**src/rtl/encoder_pkg.sv**
```systemverilog
// Shared constants for the quadrature encoder front end and encoder_core:
// default widths, Gray-code state encoding and the saturating error-count step.
package encoder_pkg;

  localparam int ENC_SYNC_STAGES_DEF = 2;
  localparam int ENC_FILT_W_DEF      = 8;
  localparam int ENC_ERR_CNT_W       = 16;

  // Quadrature states in forward rotation order, as {A, B}.
  typedef enum logic [1:0] {
    QUAD_S0 = 2'b00,
    QUAD_S1 = 2'b01,
    QUAD_S2 = 2'b11,
    QUAD_S3 = 2'b10
  } quad_state_e;

  // A new illegal event outranks a clear, so set-and-clear leaves a count of one.
  function automatic logic [ENC_ERR_CNT_W-1:0] err_cnt_next(
    input logic [ENC_ERR_CNT_W-1:0] cnt,
    input logic                     set,
    input logic                     clr
  );
    logic [ENC_ERR_CNT_W-1:0] base;
    base = clr ? '0 : cnt;
    if (set && (base != {ENC_ERR_CNT_W{1'b1}})) begin
      base = base + ENC_ERR_CNT_W'(1);
    end
    return base;
  endfunction

endpackage

```
**src/rtl/enc_debounce_chan.sv**
```systemverilog
// One encoder channel: pin synchroniser followed by a stability counter that
// only lets a level change through after it has persisted for filt_len cycles.
module enc_debounce_chan
  import encoder_pkg::*;
#(
  parameter int SYNC_STAGES = ENC_SYNC_STAGES_DEF,
  parameter int FILT_W      = ENC_FILT_W_DEF
) (
  input  logic              clk,
  input  logic              reset,
  input  logic              enable,
  input  logic              raw,
  input  logic [FILT_W-1:0] filt_len,
  output logic              enc,
  output logic              acc
);

  logic [SYNC_STAGES-1:0] sync_q, sync_d;
  logic [FILT_W-1:0]      cnt_q, cnt_d;
  logic                   enc_q, enc_d;
  logic                   s;

  assign s = sync_q[SYNC_STAGES-1];

  always_comb begin
    sync_d = {sync_q[SYNC_STAGES-2:0], raw};
  end

  // The compare is >= so the counter tops out at filt_len and never wraps,
  // and lowering filt_len mid-count accepts on the next cycle.
  always_comb begin
    cnt_d = cnt_q;
    enc_d = enc_q;
    acc   = 1'b0;
    if (!enable) begin
      cnt_d = '0;
    end else if (s == enc_q) begin
      cnt_d = '0;
    end else if (cnt_q < filt_len) begin
      cnt_d = cnt_q + FILT_W'(1);
    end else begin
      enc_d = s;
      cnt_d = '0;
      acc   = 1'b1;
    end
  end

  always_ff @(posedge clk) begin
    if (reset) begin
      sync_q <= '0;
      cnt_q  <= '0;
      enc_q  <= 1'b0;
    end else begin
      sync_q <= sync_d;
      cnt_q  <= cnt_d;
      enc_q  <= enc_d;
    end
  end

  assign enc = enc_q;

endmodule

```
**src/rtl/encoder_input_filter.sv**
```systemverilog
// Quadrature input front end: synchronised, glitch-filtered A/B with an edge strobe
// and sticky illegal-transition flag. Define ENC_FILT_ERR_CNT_EN to add err_count.
module encoder_input_filter
  import encoder_pkg::*;
#(
  parameter int SYNC_STAGES = ENC_SYNC_STAGES_DEF,
  parameter int FILT_W      = ENC_FILT_W_DEF
) (
  input  logic              clk,
  input  logic              reset,
  input  logic              enable,
  input  logic              enc_a_raw,
  input  logic              enc_b_raw,
  input  logic [FILT_W-1:0] filt_len,
  input  logic              err_clear,
  output logic              enc_a,
  output logic              enc_b,
  output logic              edge_strobe,
  output logic              err_illegal
`ifdef ENC_FILT_ERR_CNT_EN
  ,
  output logic [ENC_ERR_CNT_W-1:0] err_count
`endif
);

  logic acc_a, acc_b;
  logic acc_a_q, acc_a_d;
  logic acc_b_q, acc_b_d;
  logic strobe_q, strobe_d;
  logic err_q, err_d;
  logic illegal;

  enc_debounce_chan #(
    .SYNC_STAGES(SYNC_STAGES),
    .FILT_W     (FILT_W)
  ) u_chan_a (
    .clk     (clk),
    .reset   (reset),
    .enable  (enable),
    .raw     (enc_a_raw),
    .filt_len(filt_len),
    .enc     (enc_a),
    .acc     (acc_a)
  );

  enc_debounce_chan #(
    .SYNC_STAGES(SYNC_STAGES),
    .FILT_W     (FILT_W)
  ) u_chan_b (
    .clk     (clk),
    .reset   (reset),
    .enable  (enable),
    .raw     (enc_b_raw),
    .filt_len(filt_len),
    .enc     (enc_b),
    .acc     (acc_b)
  );

  // Accept pulses are held one cycle so the strobe lands in the cycle after
  // the filtered outputs change; both accepting together is a Gray-code violation.
  assign illegal = acc_a_q & acc_b_q;

  always_comb begin
    acc_a_d  = acc_a;
    acc_b_d  = acc_b;
    strobe_d = enable & (acc_a_q | acc_b_q);
    err_d    = err_q;
    if (err_clear) begin
      err_d = 1'b0;
    end
    if (illegal) begin
      err_d = 1'b1;
    end
  end

  always_ff @(posedge clk) begin
    if (reset) begin
      acc_a_q  <= 1'b0;
      acc_b_q  <= 1'b0;
      strobe_q <= 1'b0;
      err_q    <= 1'b0;
    end else begin
      acc_a_q  <= acc_a_d;
      acc_b_q  <= acc_b_d;
      strobe_q <= strobe_d;
      err_q    <= err_d;
    end
  end

  assign edge_strobe = strobe_q;
  assign err_illegal = err_q;

`ifdef ENC_FILT_ERR_CNT_EN
  logic [ENC_ERR_CNT_W-1:0] err_cnt_q, err_cnt_d;

  always_comb begin
    err_cnt_d = err_cnt_next(err_cnt_q, illegal, err_clear);
  end

  always_ff @(posedge clk) begin
    if (reset) begin
      err_cnt_q <= '0;
    end else begin
      err_cnt_q <= err_cnt_d;
    end
  end

  assign err_count = err_cnt_q;
`endif

endmodule

```
**config.mk**
```make
export PLATFORM = sky130hd
export DESIGN_NAME = encoder_input_filter
export DESIGN_NICKNAME = d
export VERILOG_FILES = /design/src/rtl/encoder_pkg.sv /design/src/rtl/enc_debounce_chan.sv /design/src/rtl/encoder_input_filter.sv
export SDC_FILE = /design/constraint.sdc
export NUM_CORES = 1
export LEC_CHECK = 0
export ABC_AREA = 1
export CORE_ASPECT_RATIO = 0.7
export CORE_UTILIZATION = 45
export CTS_CLUSTER_SIZE = 12
export DETAILED_ROUTE_END_ITERATION = 6
export PLACE_DENSITY = 0.74
export SYNTH_ARGS = -nofsm -noshare
export SYNTH_HDL_FRONTEND = slang
export SYNTH_SLANG_ARGS = --single-unit
```
**constraint.sdc**
```tcl
create_clock -name clk -period 1.61 [get_ports clk]
set_clock_uncertainty 0.05 [all_clocks]
set_input_delay 0.322 -clock clk [delete_from_list [all_inputs] [get_ports clk]]
set_output_delay 0.322 -clock clk [all_outputs]
set_load 0.05 [all_outputs]
```
==> Flow_metrics.wiki <==
{| class="wikitable"
! Metric !! Value
|-
| Share of synthesized area occupied by flip-flops and latches || 38.0%
|-
| Chip Width || 68.0 um
|-
| Die extent in y || 48.2 um
|-
| Leading cell type in the layout, fill and taps excluded || nand2_1
|-
| Antenna diode instance count || 0
|-
| Antenna Violating Nets Remaining || 0
|-
| Total net switching power || 0.254 mW
|-
| Yosys cell types || 18
|-
| Power per unit of standard cell area || 703 nW/um2
|-
| PortBufs || 17
|-
| Worst voltage drop across the vdd grid || 0.000486 V
|-
| Hold Startpoint || u_chan_b.sync_q[0]
|-
| Delay contributed by the slowest stage of the critical path || 0.47 ns
|-
| Largest net degree at the start of global routing || 16
|-
| Root buffer selected by CTS || clkbuf_8
|-
| Area contributors post-synth || dfxtp_1, ha_1, inv_1
|-
| Register bit total from synthesis || 26
|-
| Clock tree buffer depth || 2
|-
| Fin area || 1830 um2
|-
| Global-route wire length before repair || 4.28 mm
|-
| Non-filler instance count after layout || 233
|-
| Maximum operating frequency || 0.636 GHz
|-
| Count of pins over their slew limit || 0
|-
| Cell with the largest stage delay on the worst path || clkdlybuf4s50_1
|-
| Flop-to-flop setup slack || 0.11 ns
|-
| Site Rows || 16
|-
| Cell area after placement || 1620 um2
|-
| Initial Utilization || 48.2%
|-
| Kind of end point of the critical path || flip-flop
|-
| Depth of the most critical reg-to-reg path || 10
|-
| Kind of critical path || input port to flip-flop
|-
| Summed instance area of the synthesized netlist || 1370 um2
|-
| Leakage power || 0.781 nW
|-
| Minimum clock period after layout || 1.57 ns
|-
| Sequential Area || 520 um2
|-
| Complex-gate fraction of the synthesized area || 4.38%
|-
| Number of sinks on the clock net || 26
|-
| Total via count after detailed routing || 1,109
|-
| CP required || 1.72 ns
|-
| Final setup violation count || 0
|-
| Critical path fanouts, max || 8
|-
| Clk pwr share || 41.2%
|-
| Count of maximum capacitance violations || 0
|-
| Most area-hungry cell type in the Yosys netlist || dfxtp_1
|-
| Synth Area in Simple Gates || 25.4%
|-
| Area used by multi-input combinational logic || 855 um2
|-
| GRT Resource Usage Total || 18.7%
|-
| Clock latency on the worst-skew pair || 0.27 ns
|-
| Fraction of power consumed by sequential logic || 50.6%
|-
| Xor-xnor portion of the synthesized cell area || 8.31%
|-
| Hold Path Cell Cnt || 2
|-
| Detailed Routing Iterations Pass 1 || 4
|-
| DIE AREA || 3270 um2
|-
| Total negative slack || 0 ns
|-
| Detailed placement HPWL || 2.07 mm
|-
| Total wire length || 2.80 mm
|-
| Total DRC errors in the routed layout || 0
|-
| Transition at the pin with the smallest max-transition slack || 0.318 ns
|-
| Post-synth net total || 203
|-
| Area inside the core boundary || 2840 um2
|-
| Worst-case hold path end point || u_chan_b.sync_q[1]
|-
| Gate count after technology mapping || 173
|-
| Logic pwr share || 8.2%
|-
| Detailed router's first-iteration violation count || 24
|-
| Post-Synth Adder-Cell Area || 14.6%
|-
| Switching part of the total || 19.7%
|-
| Result of the run || complete, no violations
|-
| Number of warnings printed during yosys synthesis || 0
|-
| Number of placed I/O pins || 18
|-
| Fraction of layout instances using a drive strength above 1 || 27.9%
|-
| Number of antenna violations at the first check in global routing || 0
|-
| Dominant synthesized flop cell || dfxtp_1
|-
| Clock tree from TritonCTS || yes
|-
| Vias in the first global route || 977
|-
| Total of fill cells in the finished design || 238
|-
| Number of buffers inserted during clock tree synthesis || 3
|-
| Synth top area share || 38.0%
|-
| R2R Path Start || u_chan_a.cnt_q[3]
|-
| Share of synthesized area spent on multiplexers || 0%
|-
| Data arrival time of the critical path || 1.68 ns
|-
| Worst slew slack as a fraction of its limit || 78.8%
|-
| Final period util || 97.7%
|-
| Number of flops mapped to enable cells by yosys || 0
|-
| Ordered list of cells on the worst path || clkdlybuf4s50_1 -> inv_2 -> ha_2 -> nand2_1 -> nor2_1 -> nand2_1 -> nand2_2 -> inv_2 -> nand3_4 -> nor2_1
|-
| Layout overhead on the synthesized area || 33.6%
|-
| CTS clock-pin slew for the worst setup and hold paths || 0.09 ns
|-
| Final core utilization || 64.4%
|-
| Total grt overflow || 0
|-
| Commonest non-fill, non-tap cells in the layout || nand2_1, dfxtp_1, inv_1
|-
| Internal power || 1.03 mW
|-
| Critical register-to-register path endpoint || u_chan_a.cnt_q[1]
|-
| Main combinational cell family by area after synthesis || simple AND/OR/NAND/NOR gates
|-
| Total number of H-tree levels || 1
|-
| Via/cell ratio || 4.76
|-
| Worst setup SP type || input port
|-
| Average wire per cell in the routed design || 12.0 um
|-
| Post-synthesis average cell area || 7.92 um2
|-
| Final weighted congestion in routability-driven placement || 0.761
|-
| Async SR Flop Fraction || 0%
|-
| Final Net Count || 228
|-
| Instance count after placement with tap cells included || 228
|-
| Hold Crit Class || flip-flop to flip-flop
|-
| Final Hold Fails || 0
|}
==> synthesized netlist by cell type, types with 2 or more instances <==
| library cell | number |
|---|---|
| a21oi_1 | 9 |
| dfxtp_1 | 26 |
| ha_1 | 16 |
| inv_1 | 31 |
| inv_2 | 3 |
| nand2_1 | 30 |
| nand3_1 | 5 |
| nand3_2 | 2 |
| nand3_4 | 2 |
| nor2_1 | 28 |
| nor2_2 | 2 |
| o21a_1 | 2 |
| xnor2_1 | 5 |
| xor2_1 | 8 |
==> worst max-delay path, delay by kind of cell <==
kind	cells	cell delay, ns
adder cells (fa/ha/maj)	1	0.31
AND/OR/NAND/NOR	6	0.48
buffers and inverters	3	0.58
==> stage by stage <==
stage	hold slack (ns)	power, mW	setup WS (ns)
detailed placement	0.347	0.757	-0.370
CTS	0.361	1.29	0.00587
global route	0.377	1.34	-0.0118
finish	0.357	1.29	0.0373
floorplan	0.338	0.708	0.267
global placement	0.344	0.754	-0.301
==> power groups by stage <==
stage	registers, mW	logic, mW	clock network [mW]
after floorplan	0.666	0.0418	0
after global placement	0.666	0.0880	0
after detailed placement	0.667	0.0904	0
after CTS	0.651	0.0980	0.543
after global routing	0.652	0.116	0.568
final	0.651	0.105	0.531
==> how the worst max path moves through the flow <==
stage / to / startpoint / slack [ns] / cells past startpoint
3_3_place_gp: u_chan_b.cnt_q[2] / filt_len[7] / -0.30 / 9
3_5_place_dp: u_chan_b.cnt_q[0] / filt_len[5] / -0.37 / 9
2_1_floorplan: u_chan_b.cnt_q[0] / filt_len[7] / 0.27 / 8
5_1_grt: u_chan_b.cnt_q[2] / filt_len[4] / -0.01 / 9
4_1_cts: u_chan_a.cnt_q[2] / filt_len[7] / 0.006 / 9
6_report: u_chan_a.cnt_q[1] / filt_len[4] / 0.04 / 10
==> metal layers <==
layer / GRT usage, % / vias up / part of all wire (%)
met5: 0 / - / 0
met4: 6.25 / 0 / 1.0
met3: 5.61 / 4 / 2.1
met2: 32.7 / 6 / 49
met1: 22.3 / 521 / 47
li1: - / 578 / -
==> area by class of cell <==
type                    count  share of cell area (%)
repair buffers             20                    11.6
well taps                  36                    2.46
flip-flops and latches     26                    28.4
multi-input cells         113                    46.7
clock inverters             1                    1.64
inverters                  34                    6.97
clock buffers               3                    2.26
==> flip-flops by register name (all words and copies together) (netlist names), 2 cells and up <==
| register | flops |
|---|---|
| u_chan_a.sync_q | 2 |
| u_chan_a.cnt_q | 8 |
| u_chan_b.sync_q | 2 |
| u_chan_b.cnt_q | 8 |
==> cell families after synthesis <==
| family | Yosys count |
|---|---|
| AO/OA/AOI/OAI | 11 |
| XOR/XNOR | 13 |
| adder cells (fa/ha/maj) | 16 |
| buffers and inverters | 34 |
| flip-flops | 26 |
| AND/OR/NAND/NOR | 73 |
==> repair_timing <==
action,4_1_cts,5_1_grt
endpoints found under the setup margin,17,19
pin swaps,16,12
resized for setup,18,21
hold buffers,0,0
buffers inserted,1,0
gates cloned,0,0
Power figures use the tool's default switching activity.
